<file path="src/rtl/load_writeback_unit.sv">
// load_writeback_unit: multi-cycle load unit between execute and the register-file
// write port. Issues a single req/ack bus read per legal load, aligns and extends the
// selected byte/half/word and writes it back for exactly one cycle.
// Optional feature macro: LOAD_TIMEOUT_EN (WAIT-state bus timeout -> fault).
module load_writeback_unit #(
    parameter int unsigned TIMEOUT_CYCLES = 255
) (
    input  logic        clock,
    input  logic        reset,
    input  logic        loadValid,
    input  logic [2:0]  loadFunct3,
    input  logic [31:0] loadAddress,
    input  logic [4:0]  loadRd,
    output logic        busy,
    output logic        loadFault,
    output logic        memRequest,
    output logic [31:0] memAddress,
    input  logic        memAck,
    input  logic [31:0] memReadData,
    output logic [4:0]  addressForWriting,
    output logic [31:0] valueForWriting,
    output logic        writeEnable
);

    typedef enum logic [1:0] {
        S_IDLE      = 2'd0,
        S_WAIT      = 2'd1,
        S_WRITEBACK = 2'd2,
        S_FAULT     = 2'd3
    } state_t;

    state_t      state_q, state_d;
    logic [2:0]  funct3_q;
    logic [1:0]  lane_q;
    logic [4:0]  rd_q;
    logic [29:0] word_addr_q;
    logic [31:0] data_q;
    logic        tmo_hit;

    if (TIMEOUT_CYCLES < 1 || TIMEOUT_CYCLES > 65535) begin : g_bad_timeout
        $error("TIMEOUT_CYCLES must be in 1..65535");
    end

    // Legal funct3 with natural alignment for its access size.
    function automatic logic load_ok(input logic [2:0] f3, input logic [1:0] lo);
        logic ok;
        case (f3)
            3'b000, 3'b100: ok = 1'b1;
            3'b001, 3'b101: ok = (lo[0] == 1'b0);
            3'b010:         ok = (lo == 2'b00);
            default:        ok = 1'b0;
        endcase
        return ok;
    endfunction

    // Select the addressed byte/half from the bus word and sign- or zero-extend it.
    function automatic logic [31:0] extend_load(input logic [2:0] f3, input logic [1:0] lo,
                                                input logic [31:0] word);
        logic [7:0]  b;
        logic [15:0] h;
        logic [31:0] r;
        b = word[{lo, 3'b000} +: 8];
        h = lo[1] ? word[31:16] : word[15:0];
        case (f3)
            3'b000:  r = {{24{b[7]}}, b};
            3'b001:  r = {{16{h[15]}}, h};
            3'b100:  r = {24'h0, b};
            3'b101:  r = {16'h0, h};
            default: r = word;
        endcase
        return r;
    endfunction

`ifdef LOAD_TIMEOUT_EN
    logic [15:0] tmo_cnt_q;

    // Count WAIT cycles without an ack; cleared whenever the unit is not waiting.
    always_ff @(posedge clock) begin
        if (!reset) begin
            tmo_cnt_q <= '0;
        end else if (state_q != S_WAIT) begin
            tmo_cnt_q <= '0;
        end else if (!memAck) begin
            tmo_cnt_q <= tmo_cnt_q + 16'd1;
        end
    end

    // Fires in the WAIT cycle that brings the count up to the limit.
    assign tmo_hit = (state_q == S_WAIT) && !memAck &&
                     (tmo_cnt_q == 16'(TIMEOUT_CYCLES - 1));
`else
    assign tmo_hit = 1'b0;
`endif

    // State register and load context capture.
    always_ff @(posedge clock) begin
        if (!reset) begin
            state_q     <= S_IDLE;
            word_addr_q <= '0;
            funct3_q    <= '0;
            lane_q      <= '0;
            rd_q        <= '0;
        end else begin
            state_q <= state_d;
            if (state_q == S_IDLE && loadValid) begin
                funct3_q    <= loadFunct3;
                lane_q      <= loadAddress[1:0];
                rd_q        <= loadRd;
                word_addr_q <= loadAddress[31:2];
            end
        end
    end

    // Read data register, loaded only by an ack seen while waiting.
    always_ff @(posedge clock) begin
        if (state_q == S_WAIT && memAck) begin
            data_q <= memReadData;
        end
    end

    assign memAddress = {word_addr_q, 2'b00};

    // Next-state and output decode; ack takes priority over timeout.
    always_comb begin
        state_d           = state_q;
        busy              = 1'b0;
        memRequest        = 1'b0;
        loadFault         = 1'b0;
        writeEnable       = 1'b0;
        addressForWriting = '0;
        valueForWriting   = '0;
        case (state_q)
            S_IDLE: begin
                busy = loadValid;
                if (loadValid) begin
                    state_d = load_ok(loadFunct3, loadAddress[1:0]) ? S_WAIT : S_FAULT;
                end
            end
            S_WAIT: begin
                busy       = 1'b1;
                memRequest = 1'b1;
                if (memAck) begin
                    state_d = S_WRITEBACK;
                end else if (tmo_hit) begin
                    state_d = S_FAULT;
                end
            end
            S_WRITEBACK: begin
                writeEnable       = (rd_q != 5'd0);
                addressForWriting = rd_q;
                valueForWriting   = extend_load(funct3_q, lane_q, data_q);
                state_d           = S_IDLE;
            end
            S_FAULT: begin
                loadFault = 1'b1;
                state_d   = S_IDLE;
            end
            default: state_d = S_IDLE;
        endcase
    end

endmodule

</file>
<file path="config.mk">
export PLATFORM = sky130hd
export DESIGN_NAME = load_writeback_unit
export DESIGN_NICKNAME = d
export VERILOG_FILES = /design/src/rtl/load_writeback_unit.sv
export SDC_FILE = /design/constraint.sdc
export NUM_CORES = 1
export LEC_CHECK = 0
export BUFFER_PORTS_ARGS = -buffer_cell sky130_fd_sc_hd__buf_2
export CAP_MARGIN = 10
export CORE_ASPECT_RATIO = 0.8
export CORE_UTILIZATION = 50
export CTS_BUF_LIST = sky130_fd_sc_hd__clkbuf_16
export DETAILED_ROUTE_END_ITERATION = 12
export HOLD_SLACK_MARGIN = 0.1
export PLACE_DENSITY = 0.88
export SYNTH_ARGS = -nofsm -noshare
export SYNTH_HDL_FRONTEND = slang
export SYNTH_SLANG_ARGS = --single-unit
export TNS_END_PERCENT = 10
</file>
<file path="constraint.sdc">
create_clock -name clock -period 4.3 [get_ports clock]
set_clock_uncertainty 0.2 [all_clocks]
set_input_delay 0.86 -clock clock [delete_from_list [all_inputs] [get_ports clock]]
set_output_delay 0.86 -clock clock [all_outputs]
set_load 0.005 [all_outputs]
</file>
# After elaboration in Yosys (flattened, before gate mapping)
# Cells that the tools add are included.
# Widths: inputs -> output; s select.
# word_totals
regBits	74
elab_cells	46
# classes
eq_ne	12
shift	1
mux	15
bitwise_logic	1
n_reduce_logical	11
# op_table
operator	n
$pmux 32 s4	1
$mux 32	1
$shiftx 32x6->8	1
$mux 16	1
$eq 3x3->1 const B	4
$eq 3x1->1 const B	2
$logic_not 3->1	2
$mux 2	3
$pmux 2 s3	1
$reduce_or 2->1	3
$mux 1	5
$mux 5	1
$reduce_bool 5->1	1
$eq 2x2->1 const B	2
$logic_not 2->1	2
$ne 2x2->1 const B	2
$eq 3x2->1 const B	1
$pmux 1 s3	1
$eq 2x1->1 const B	1
$logic_and 1x1->1	2
$pmux 1 s2	1
$reduce_and 2->1	1
$not 1->1	1

# Depth between registers and ports, before layout
# Gate-level depths: netlist of run 1.
# depth
depth_word	8
depth_mapped	5
depth_no_buf	3

# Least setup slack after synthesis of run 1
# Ideal clock, no wire load.
# synth_timing
kind	flip-flop to output port
start	register lane_q[1]
end	output port valueForWriting[10]
arrival_ns	1.258
slack_ns	1.982
path_stages_with_launch	4
path_buffers	0
path_cell_list	dfxtp_1 > mux2i_1 > o32ai_4 > o311a_1
# synth_between
elab_chain_len	3
word_cells_on_any_way	4
# synth_lines
element	line_no	source
from (decl)	34	logic [1:0] lane_q;
from (signal assigned)	107	lane_q <= loadAddress[1:0];
$shiftx 32x6->8 / $mux 16 (equally long branches)	62, 63	
$pmux 32 s4 *	64	case (f3)
$mux 32 *	132	case (state_q)
to (decl)	21	output logic [31:0] valueForWriting,
# Mark *: on every way between the ends. The rest lies on a longest branch, timed or not.

# Final worst setup path of run 1
# layout_timing
start	register funct3_q[1]
end	output port valueForWriting[17]
# layout_between
elab_chain_len	3
word_cells_on_any_way	6
# layout_lines
element	line_no	source
from (decl)	33	logic [2:0] funct3_q;
from (signal assigned)	106	funct3_q <= loadFunct3;
$eq 3x3->1 (tied with other cells)	64	
$pmux 32 s4 *	64	
$mux 32 *	132	
# Marked as above.

==> results of run 1 <==
placed cells by master (no fill, tap or decap), types with 2 or more instances in the layout:
| cell | count |
|---|---|
| buf_2 | 146 |
| nand2_1 | 80 |
| dfxtp_1 | 42 |
| edfxtp_1 | 32 |
| a21boi_0 | 23 |
| a21boi_1 | 17 |
| nor2b_1 | 13 |
| nand2b_1 | 11 |
| o2bb2ai_2 | 10 |
| mux2i_1 | 9 |
| clkbuf_16 | 9 |
| and2_1 | 8 |
| o311a_1 | 8 |
| inv_1 | 8 |
| o31ai_1 | 7 |
| a221oi_1 | 7 |
| o2bb2ai_1 | 6 |
| nor2_1 | 5 |
| buf_4 | 4 |
| or3_1 | 2 |
| o21a_1 | 2 |
| conb_1 | 2 |
| clkinvlp_4 | 2 |
| clkinv_4 | 2 |
area by class of cell:
class / instances / area (um2)
clock buffers: 9 / 225
clock inverters: 7 / 71.3
fillers: 515 / 2050
inverters: 7 / 26.3
multi-input cells: 221 / 1470
flip-flops and latches: 74 / 1800
well taps: 84 / 105
repair buffers: 150 / 761
routing by layer:
layer / track usage [%] / part of all wire [%] / up-vias
met2: 40.6 / 49 / 109
met5: 0 / 0 / -
met1: 33.1 / 41 / 1344
met3: 7.68 / 8.8 / 11
met4: 6.21 / 0.99 / 0
li1: - / - / 1430
power by group through the flow:
stage               logic (mW)  clock network [mW]  registers (mW)
floorplan                0.140                   0           0.810
global placement         0.222                   0           0.816
CTS                      0.231               0.747           0.804
global route             0.256               0.776           0.810
finish                   0.231               0.738           0.804
detailed placement       0.230                   0           0.819
cells by family after synthesis:
family,count (synthesis),synth area share [%]
flip-flops,74,52.5
AND/OR/NAND/NOR,123,16.5
AO/OA/AOI/OAI,86,22.7
other,1,0.109
buffers and inverters,35,5.10
multiplexers,10,3.06
sequential cells by signal, indices dropped and copies added, names as in the netlist:
signal and cells:
funct3_q 3, state_q 2, rd_q 5, word_addr_q 30
lane_q 2, data_q 32
worst paths after layout:
path / slack [ns] / startpoint / end / cells after the start
max: 0.91 / funct3_q[1] / valueForWriting[17] / 3
min: 0.25 / word_addr_q[25] / word_addr_q[25] / 2
max reg2reg: 2.51 / state_q[1] / rd_q[4] / 4
min reg2reg: 0.25 / word_addr_q[25] / word_addr_q[25] / 2
worst register-to-register path, delay by kind of cell (launching register included):
| kind | cells | cell delay [ns] |
|---|---|---|
| buffers and inverters | 1 | 0.41 |
| AOI/OAI and AO/OA | 1 | 0.16 |
| and+or+nand+nor | 2 | 0.57 |
| DFF | 1 | 0.38 |
per-stage QoR:
| step | setup slack (ns) | instance area [um2] | std cells | hold slack, ns |
|---|---|---|---|---|
| floorplan | 1.98 | 3440 | 330 | 0.244 |
| global placement | 1.40 | 4160 | 536 | 0.238 |
| detailed placement | 1.31 | 4160 | 536 | 0.242 |
| CTS | 0.951 | 4460 | 552 | 0.249 |
| global route | 0.796 | 4460 | 552 | 0.273 |
| finish | 0.912 | 4460 | 552 | 0.248 |
==> flow_summary.toml, run 1 <==
[sta]
final_period_minus_worst_setup_slack_ns = 3.39
max_slew.worst_pin.slew_ns = 0.969
hold_violations = 0
final_min_period_over_clock_period_pct = 78.8
finalSetupViolations = 0
max_slew_margin_pct = 35.4
maxClockFrequency_mhz = 295
rsz0062_at_grt = "no"
drv_slew = 0
fin_setup_tns_ns = 0

[setup_path]
crit_buf_inv = 1
crit_start_category = "flop"
critical_path.endpoint_type = "primary output"
critPathRequiredTime_ns = 3.24
max_stage_delay_ns = 0.87
worst_ep_arrival_time_ns = 2.33
cp_max_delay_cell = "and2_1"
worst-path-max-fanout = 24
crit_path_cell_trace = "and2_1 > o2bb2ai_1 > buf_2"
critical_path.top_delay_family = "simple AND/OR/NAND/NOR gates"
critical_path_class = "flop to primary output"

[synth]
synth-seq-cells = 74
synth_cell_types = 35
synth_seq_area_share_pct = 52.5
synth_cells = 329
synth_area_um2 = 3430
netlist_top_cells_area = "edfxtp_1, dfxtp_1, nand2_1, a21boi_0, o2bb2ai_2"
postSynthAreaPerCell_um2 = 10.4
dominantRegCellSynth = "dfxtp_1"
synth_warnings = 0
synth.cells.most_frequent = "nand2_1, dfxtp_1, edfxtp_1"
synth-edff-count = 32
synth_area_leader_cell = "edfxtp_1"
share_of_yosys_cell_area_claimed_by_the_top_area_cell_type_pct = 28.0
synthMostInstantiatedCell = "nand2_1"
postSynth.asyncResetShare_pct = 0

[placement]
detailedPlacementHpwl_um = 6150
place_congestion = 0.784
port_buffers = 146

[finish]
final_layout_size_suffix_gt1_share_pct = 38.2
antenna-diode-count = 0
layout.core_utilization_pct = 68.5
final_nets = 539
syn2layout_area_growth_pct = 29.8

[power]
sequential_power_share_pct = 45.4
vdd.ir_drop.worst_mv = 0.233
pwr-share-clk_pct = 41.6
switching_share_pct = 25.2
internal_power_mw = 1.33
power_density_cells_nw_per_um2 = 398
combPwrFrac_pct = 13.0
net-switching-power_mw = 0.447
power.total_mw = 1.77
power.static_leakage_nw = 1.98

[grt]
global_route.usage.total_pct = 25.3
grt_antenna_before_repair = 0
global_route.overflow_total = 0
grt_pass1_vias = 2784
grt_start_max_net_pins = 43
grt_first_pass_wirelength_um = 13900

[clock_network]
clock_path_buffers = 2
numCtsBuffers = 9
clock_sink_count = 74
clk_pin_slew_worst_paths_ns = 0.06
cts_resized = 0
htreeDepth = 3
tritoncts_clock_tree = "built"
clk_latency_ns = 0.33
clock-root-buffer = "clkbuf_16"
post-cts-setup-buffer-count = 0
cts_hold_repair.buffers = 0

[floorplan]
die_h_um = 76.1
floorplan.rows = 26
initial_core_util_pct = 52.8
core_area_um2 = 6510
i_o_pins = 149
die_width_um = 94.6
die_area_um2 = 7200

[detailed_routing]
route.detailed.wl_per_inst_um = 15.8
detailroute.via_count = 2894
drt-initial-drc-count = 184
avgViaCountPerCell = 5.24
drc = 0
detail_route.first_pass.iterations = 4
postRouteWirelength_um = 8710
antenna_violating_nets_post_route = 0

[min_path]
holdCritPathClass = "flop to flop"

[run_status]
run_status = "completed"

[run]
maxCapViolCount = 0
Note: power is estimated with default switching activity, not from simulation.
==> inputs of run 2 (changes only) <==
Settings changed: CORE_UTILIZATION 50 to 43, PLACE_DENSITY 0.88 to 0.8.
Clock period 4.3 ns to 2.8 ns, I/O delays scaled along.
==> run 2 against run 1 <==
Sequential cell count did not move. Non-clock buffer count grew 6. Utilization down 7.9 points. Combinational power is 61% higher. Power rose by 65%. Die area rose by 16%. Final cell count increased by 4.9%. Via count is 1.5% higher.
==> flow_summary.toml, run 2 (synthesis results as in run 1) <==
[run_status]
run_status = "completed"

[placement]
port_buffers = 146
numPlacedInstances = 563
detailedPlacementHpwl_um = 6540
dp_worst_setup_slack_ns = 0.384
place_congestion = 0.823
place_area_um2 = 4230

[grt]
grt_antenna_before_repair = 0
global_route.usage.total_pct = 22.9
global_route.overflow_total = 0
grt_pass1_vias = 2797
grt_start_max_net_pins = 43
grt_first_pass_wirelength_um = 14000

[detailed_routing]
drc = 0
drt-initial-drc-count = 141
antenna_violating_nets_post_route = 0
route.detailed.wl_per_inst_um = 15.5
detail_route.first_pass.iterations = 4
postRouteWirelength_um = 9000
detailroute.via_count = 2936
avgViaCountPerCell = 5.07

[finish]
antenna-diode-count = 0
finalNonFillerCells = 579
fill_cells = 671
syn2layout_area_growth_pct = 33.5
largest_reg_flops = 32
layout_top_registers = "data_q (32), word_addr_q (30), rd_q (5)"
largest_reg_by_ff_count = "data_q"
finalInstanceArea_um2 = 4580
layout_commonest_cell = "buf_2"
final_nets = 545
final_layout_size_suffix_gt1_share_pct = 39.7
layout.cells.most_common_list = "buf_2, nand2_1, dfxtp_1, edfxtp_1, a21boi_0"

[setup_path]
crit_buf_inv = 1
cp.depth = 4
crit_path_cell_trace = "mux2i_1 > o32ai_4 > o311a_1 > buf_2"
crit_start_category = "flop"
worst-path-max-fanout = 8
worst_r2r_path_depth = 4
worst_ep_arrival_time_ns = 1.96
max_stage_delay_ns = 0.44
critical_path.top_delay_family = "compound AO/OA/AOI/OAI gates"
critical_path_class = "flop to primary output"
critical_path.endpoint_type = "primary output"
critPathRequiredTime_ns = 2.04
cp_max_delay_cell = "dfxtp_1"

[power]
power.static_leakage_nw = 2.03
vdd.ir_drop.worst_mv = 0.344
combPwrFrac_pct = 12.7
pwr-share-clk_pct = 45.3
power_density_cells_nw_per_um2 = 638
switching_share_pct = 23.9
internal_power_mw = 2.22
sequential_power_share_pct = 42.0
net-switching-power_mw = 0.699

[sta]
drv_slew = 0
max_slew.worst_pin.slew_ns = 0.622
max_slew_margin_pct = 58.5
final_period_minus_worst_setup_slack_ns = 2.72
finalSetupViolations = 0
rsz0062_at_grt = "no"
maxClockFrequency_mhz = 368
hold_violations = 0
final_min_period_over_clock_period_pct = 97.1
fin_setup_tns_ns = 0
post-route-worst-setup-slack_ns = 0.0804

[clock_network]
htreeDepth = 3
numCtsBuffers = 9
clock-root-buffer = "clkbuf_16"
tritoncts_clock_tree = "built"
post-cts-setup-buffer-count = 0
clock_sink_count = 74
clk_latency_ns = 0.33
clk_pin_slew_worst_paths_ns = 0.06
clock_path_buffers = 2

[floorplan]
initial_core_util_pct = 45.4
core_area_um2 = 7570
die_h_um = 81.9
die_width_um = 102
die_area_um2 = 8340
i_o_pins = 149
floorplan.rows = 28

[run]
maxCapViolCount = 0

[min_path]
whs_path_depth = 1
holdCritPathClass = "primary input to flop"
## run 2: cell count changes in the layout (fill, tap and decap cells not counted), sizes merged
cell      delta
clkinvlp     +1
clkinv       -2
buf          +6
inv          -1
bufinv       +2
## run 2: worst paths after layout
check                  start                  end  slack (ns)
min          memReadData[15]           data_q[15]        0.20
max                lane_q[1]  valueForWriting[15]        0.08
max reg2reg       state_q[0]      word_addr_q[19]        0.98
min reg2reg  word_addr_q[18]      word_addr_q[18]        0.25
## run 2: worst register-to-register path: cells and delay by family, from the launching register on
kind / cells / cell delay, ns
and+or+nand+nor: 2 / 0.49
AOI/OAI and AO/OA: 1 / 0.21
buffers and inverters: 1 / 0.38
DFF: 1 / 0.46
## run 2: metrics by stage
| stage | total power, mW | utilization [%] | hold slack [ns] |
|---|---|---|---|
| final | 2.92 | 60.5 | 0.198 |
| after global routing | 3.04 | 60.5 | 0.181 |
| after CTS | 2.94 | 60.4 | 0.190 |
| after detailed placement | 1.62 | 55.9 | 0.243 |
| after global placement | 1.61 | 55.9 | 0.239 |
| after floorplan | 1.46 | - | 0.244 |
## run 2: what timing repair did
| item | in CTS | in global routing |
|---|---|---|
| hold buffers | 0 | 0 |
| setup endpoints to repair | 0 | 19 |
| gates resized for setup | 0 | 3 |
## run 2: power by group through the flow
stage	registers [mW]	logic [mW]	clock network, mW
3_3_place_gp	1.25	0.359	0
5_1_grt	1.23	0.416	1.39
2_1_floorplan	1.24	0.216	0
3_5_place_dp	1.25	0.371	0
6_report	1.23	0.371	1.32
4_1_cts	1.23	0.372	1.34
## run 2: final cells by class
class	instances	area [um2]	share of cell area [%]
inverters	7	26.3	0.573
well taps	105	131	2.87
clock inverters	7	118	2.57
flip-flops and latches	74	1800	39.3
repair buffers	156	806	17.6
clock buffers	9	225	4.92
multi-input cells	221	1470	32.2
## run 2: per-layer routing
layer / up-vias / track usage [%] / share of wire (%)
met1: 1366 / 29.2 / 43
met5: - / 0 / 0
met4: 0 / 11.0 / 2.9
li1: 1439 / - / -
met2: 110 / 36.7 / 48
met3: 21 / 5.87 / 6.1
==> inputs of run 3 (changes only) <==
--- a/config.mk
+++ b/config.mk
@@ -10,7 +10,7 @@
 export CORE_ASPECT_RATIO = 0.8
-export CORE_UTILIZATION = 43
-export CTS_BUF_LIST = sky130_fd_sc_hd__clkbuf_16
+export CORE_UTILIZATION = 44
+export CTS_BUF_LIST = sky130_fd_sc_hd__clkbuf_4
 export DETAILED_ROUTE_END_ITERATION = 12
 export HOLD_SLACK_MARGIN = 0.1
-export PLACE_DENSITY = 0.8
+export PLACE_DENSITY = 0.82
 export SYNTH_ARGS = -nofsm -noshare
--- a/constraint.sdc
+++ b/constraint.sdc
@@ -4,2 +4,2 @@
 set_output_delay 0.56 -clock clock [all_outputs]
-set_load 0.005 [all_outputs]
+set_load 0.05 [all_outputs]
==> run 3 against run 2 <==
Register-to-register slack improved by 0.08 ns. Maximum frequency shrank 1.9%. Combinational power increased by 73%. First-iteration DRC count up 16%. Sequential power about the same.
==> flow_summary.toml, run 3 (synthesis results as in run 1) <==
[clock_network]
clk_latency_ns = 0.41
clock-root-buffer = "clkbuf_4"
numCtsBuffers = 9
clk_pin_slew_worst_paths_ns = 0.13
clock_path_buffers = 2
clock_sink_count = 74
htreeDepth = 3
tritoncts_clock_tree = "built"

[setup_path]
worst_ep_arrival_time_ns = 2.01
crit_start_category = "flop"
worst-path-max-fanout = 13
critical_path_class = "flop to primary output"
critPathRequiredTime_ns = 2.04
critical_path.endpoint_type = "primary output"

[power]
power_density_cells_nw_per_um2 = 542
vdd.ir_drop.worst_mv = 0.270
power.static_leakage_nw = 2.10

[finish]
layout_top_registers = "data_q (32), word_addr_q (30), rd_q (5)"
syn2layout_area_growth_pct = 42.0
layout_commonest_cell = "buf_2"
final_layout_size_suffix_gt1_share_pct = 40.6
largest_reg_flops = 32
largest_reg_by_ff_count = "data_q"
layout.cells.most_common_list = "buf_2, nand2_1, dfxtp_1, edfxtp_1, dlygate4sd3_1"
antenna-diode-count = 0
final_nets = 574
layout.core_utilization_pct = 65.3

[placement]
detailedPlacementHpwl_um = 6390
place_congestion = 0.864
port_buffers = 146

[grt]
grt_first_pass_wirelength_um = 13900
grt_start_max_net_pins = 43
global_route.overflow_total = 0
global_route.usage.total_pct = 22.4
grt_antenna_before_repair = 0
grt_pass1_vias = 2899

[sta]
max_slew_margin_pct = 60.2
fin_hold_ws_ns = 0.122
maxClockFrequency_mhz = 361
max_slew.worst_pin.slew_ns = 0.597
finalSetupViolations = 0
drv_slew = 0
final_period_minus_worst_setup_slack_ns = 2.77
hold_violations = 0
final_min_period_over_clock_period_pct = 99.0

[detailed_routing]
antenna_violating_nets_post_route = 0
detail_route.first_pass.iterations = 4
detailroute.via_count = 3120
route.detailed.wl_per_inst_um = 15.9
drt-initial-drc-count = 163
avgViaCountPerCell = 5.13
postRouteWirelength_um = 9690
drc = 0

[floorplan]
core_area_um2 = 7460
die_area_um2 = 8160
initial_core_util_pct = 46.0
i_o_pins = 149
floorplan.rows = 28
die_width_um = 101
die_h_um = 81.0

[run]
maxCapViolCount = 0

[min_path]
holdCritPathClass = "primary input to flop"

[run_status]
run_status = "completed"
[run 3: changes by cell type in the layout (fill, tap and decap cells not counted), moves of 4 or more]
| cell | before | now |
|---|---|---|
| dlygate4sd3_1 | 0 | 30 |
| buf_2 | 146 | 124 |
| clkbuf_4 | 0 | 15 |
| clkbuf_16 | 9 | 0 |
| buf_4 | 10 | 18 |
| buf_6 | 0 | 7 |
| mux2i_1 | 8 | 3 |
| dfxtp_1 | 42 | 38 |
[run 3: per-layer routing]
metal | GRT usage [%] | routed length, um | up-vias
met5 | 0 | 0 | -
met4 | 6.23 | 302 | 0
met3 | 5.51 | 625 | 31
met2 | 38.4 | 4810 | 146
li1 | - | - | 1495
met1 | 28.5 | 3950 | 1448
[run 3: worst paths after layout]
check                       start             endpoint  slack (ns)  depth (start not counted)
setup / recovery      funct3_q[0]  valueForWriting[13]        0.03                          4
hold / removal     memReadData[6]            data_q[6]        0.12                          1
setup reg to reg       state_q[1]      word_addr_q[10]        1.06                          4
hold reg to reg   word_addr_q[14]      word_addr_q[14]        0.26                          2
[run 3: per-stage QoR]
step	instances	power (mW)	TNS, ns	cell area [um2]	setup WS (ns)
floorplan	330	1.67	-0.306	3440	-0.0438
global placement	562	1.82	0	4240	0.315
detailed placement	562	1.83	0	4240	0.290
CTS	590	2.61	0	4590	0.000562
global route	608	2.75	-0.126	4870	-0.0557
finish	608	2.64	0	4870	0.0288
[run 3: power by group]
group / switching, mW / internal [mW]
clock network: 0.391 / 0.375
logic: 0.424 / 0.219
registers: 0.0446 / 1.19
[run 3: cell type report]
| class | count | area, um2 |
|---|---|---|
| Sequential cell | 74 | 1810 |
| Tap cell | 105 | 131 |
| Fill cell | 591 | 2590 |
| Inverter | 7 | 26.3 |
| Multi-Input combinational cell | 221 | 1550 |
| Clock buffer | 10 | 75.1 |
| Timing Repair Buffer | 185 | 1190 |
| Clock inverter | 6 | 90.1 |
[run 3: timing repair]
action | 4_1_cts | 5_1_grt
pin swaps | 0 | 1
setup buffers | 0 | 0
resized for setup | 20 | 39
hold buffers | 12 | 18
endpoints found under the setup margin | 30 | 27
hold endpoints to repair | 12 | 18
[run 3: critical path: stages (launching register included)]
cell and delay [ns]:
dfxtp_2 0.41, or3_1 0.42, o32ai_4 0.24, o311a_1 0.24, buf_2 0.27
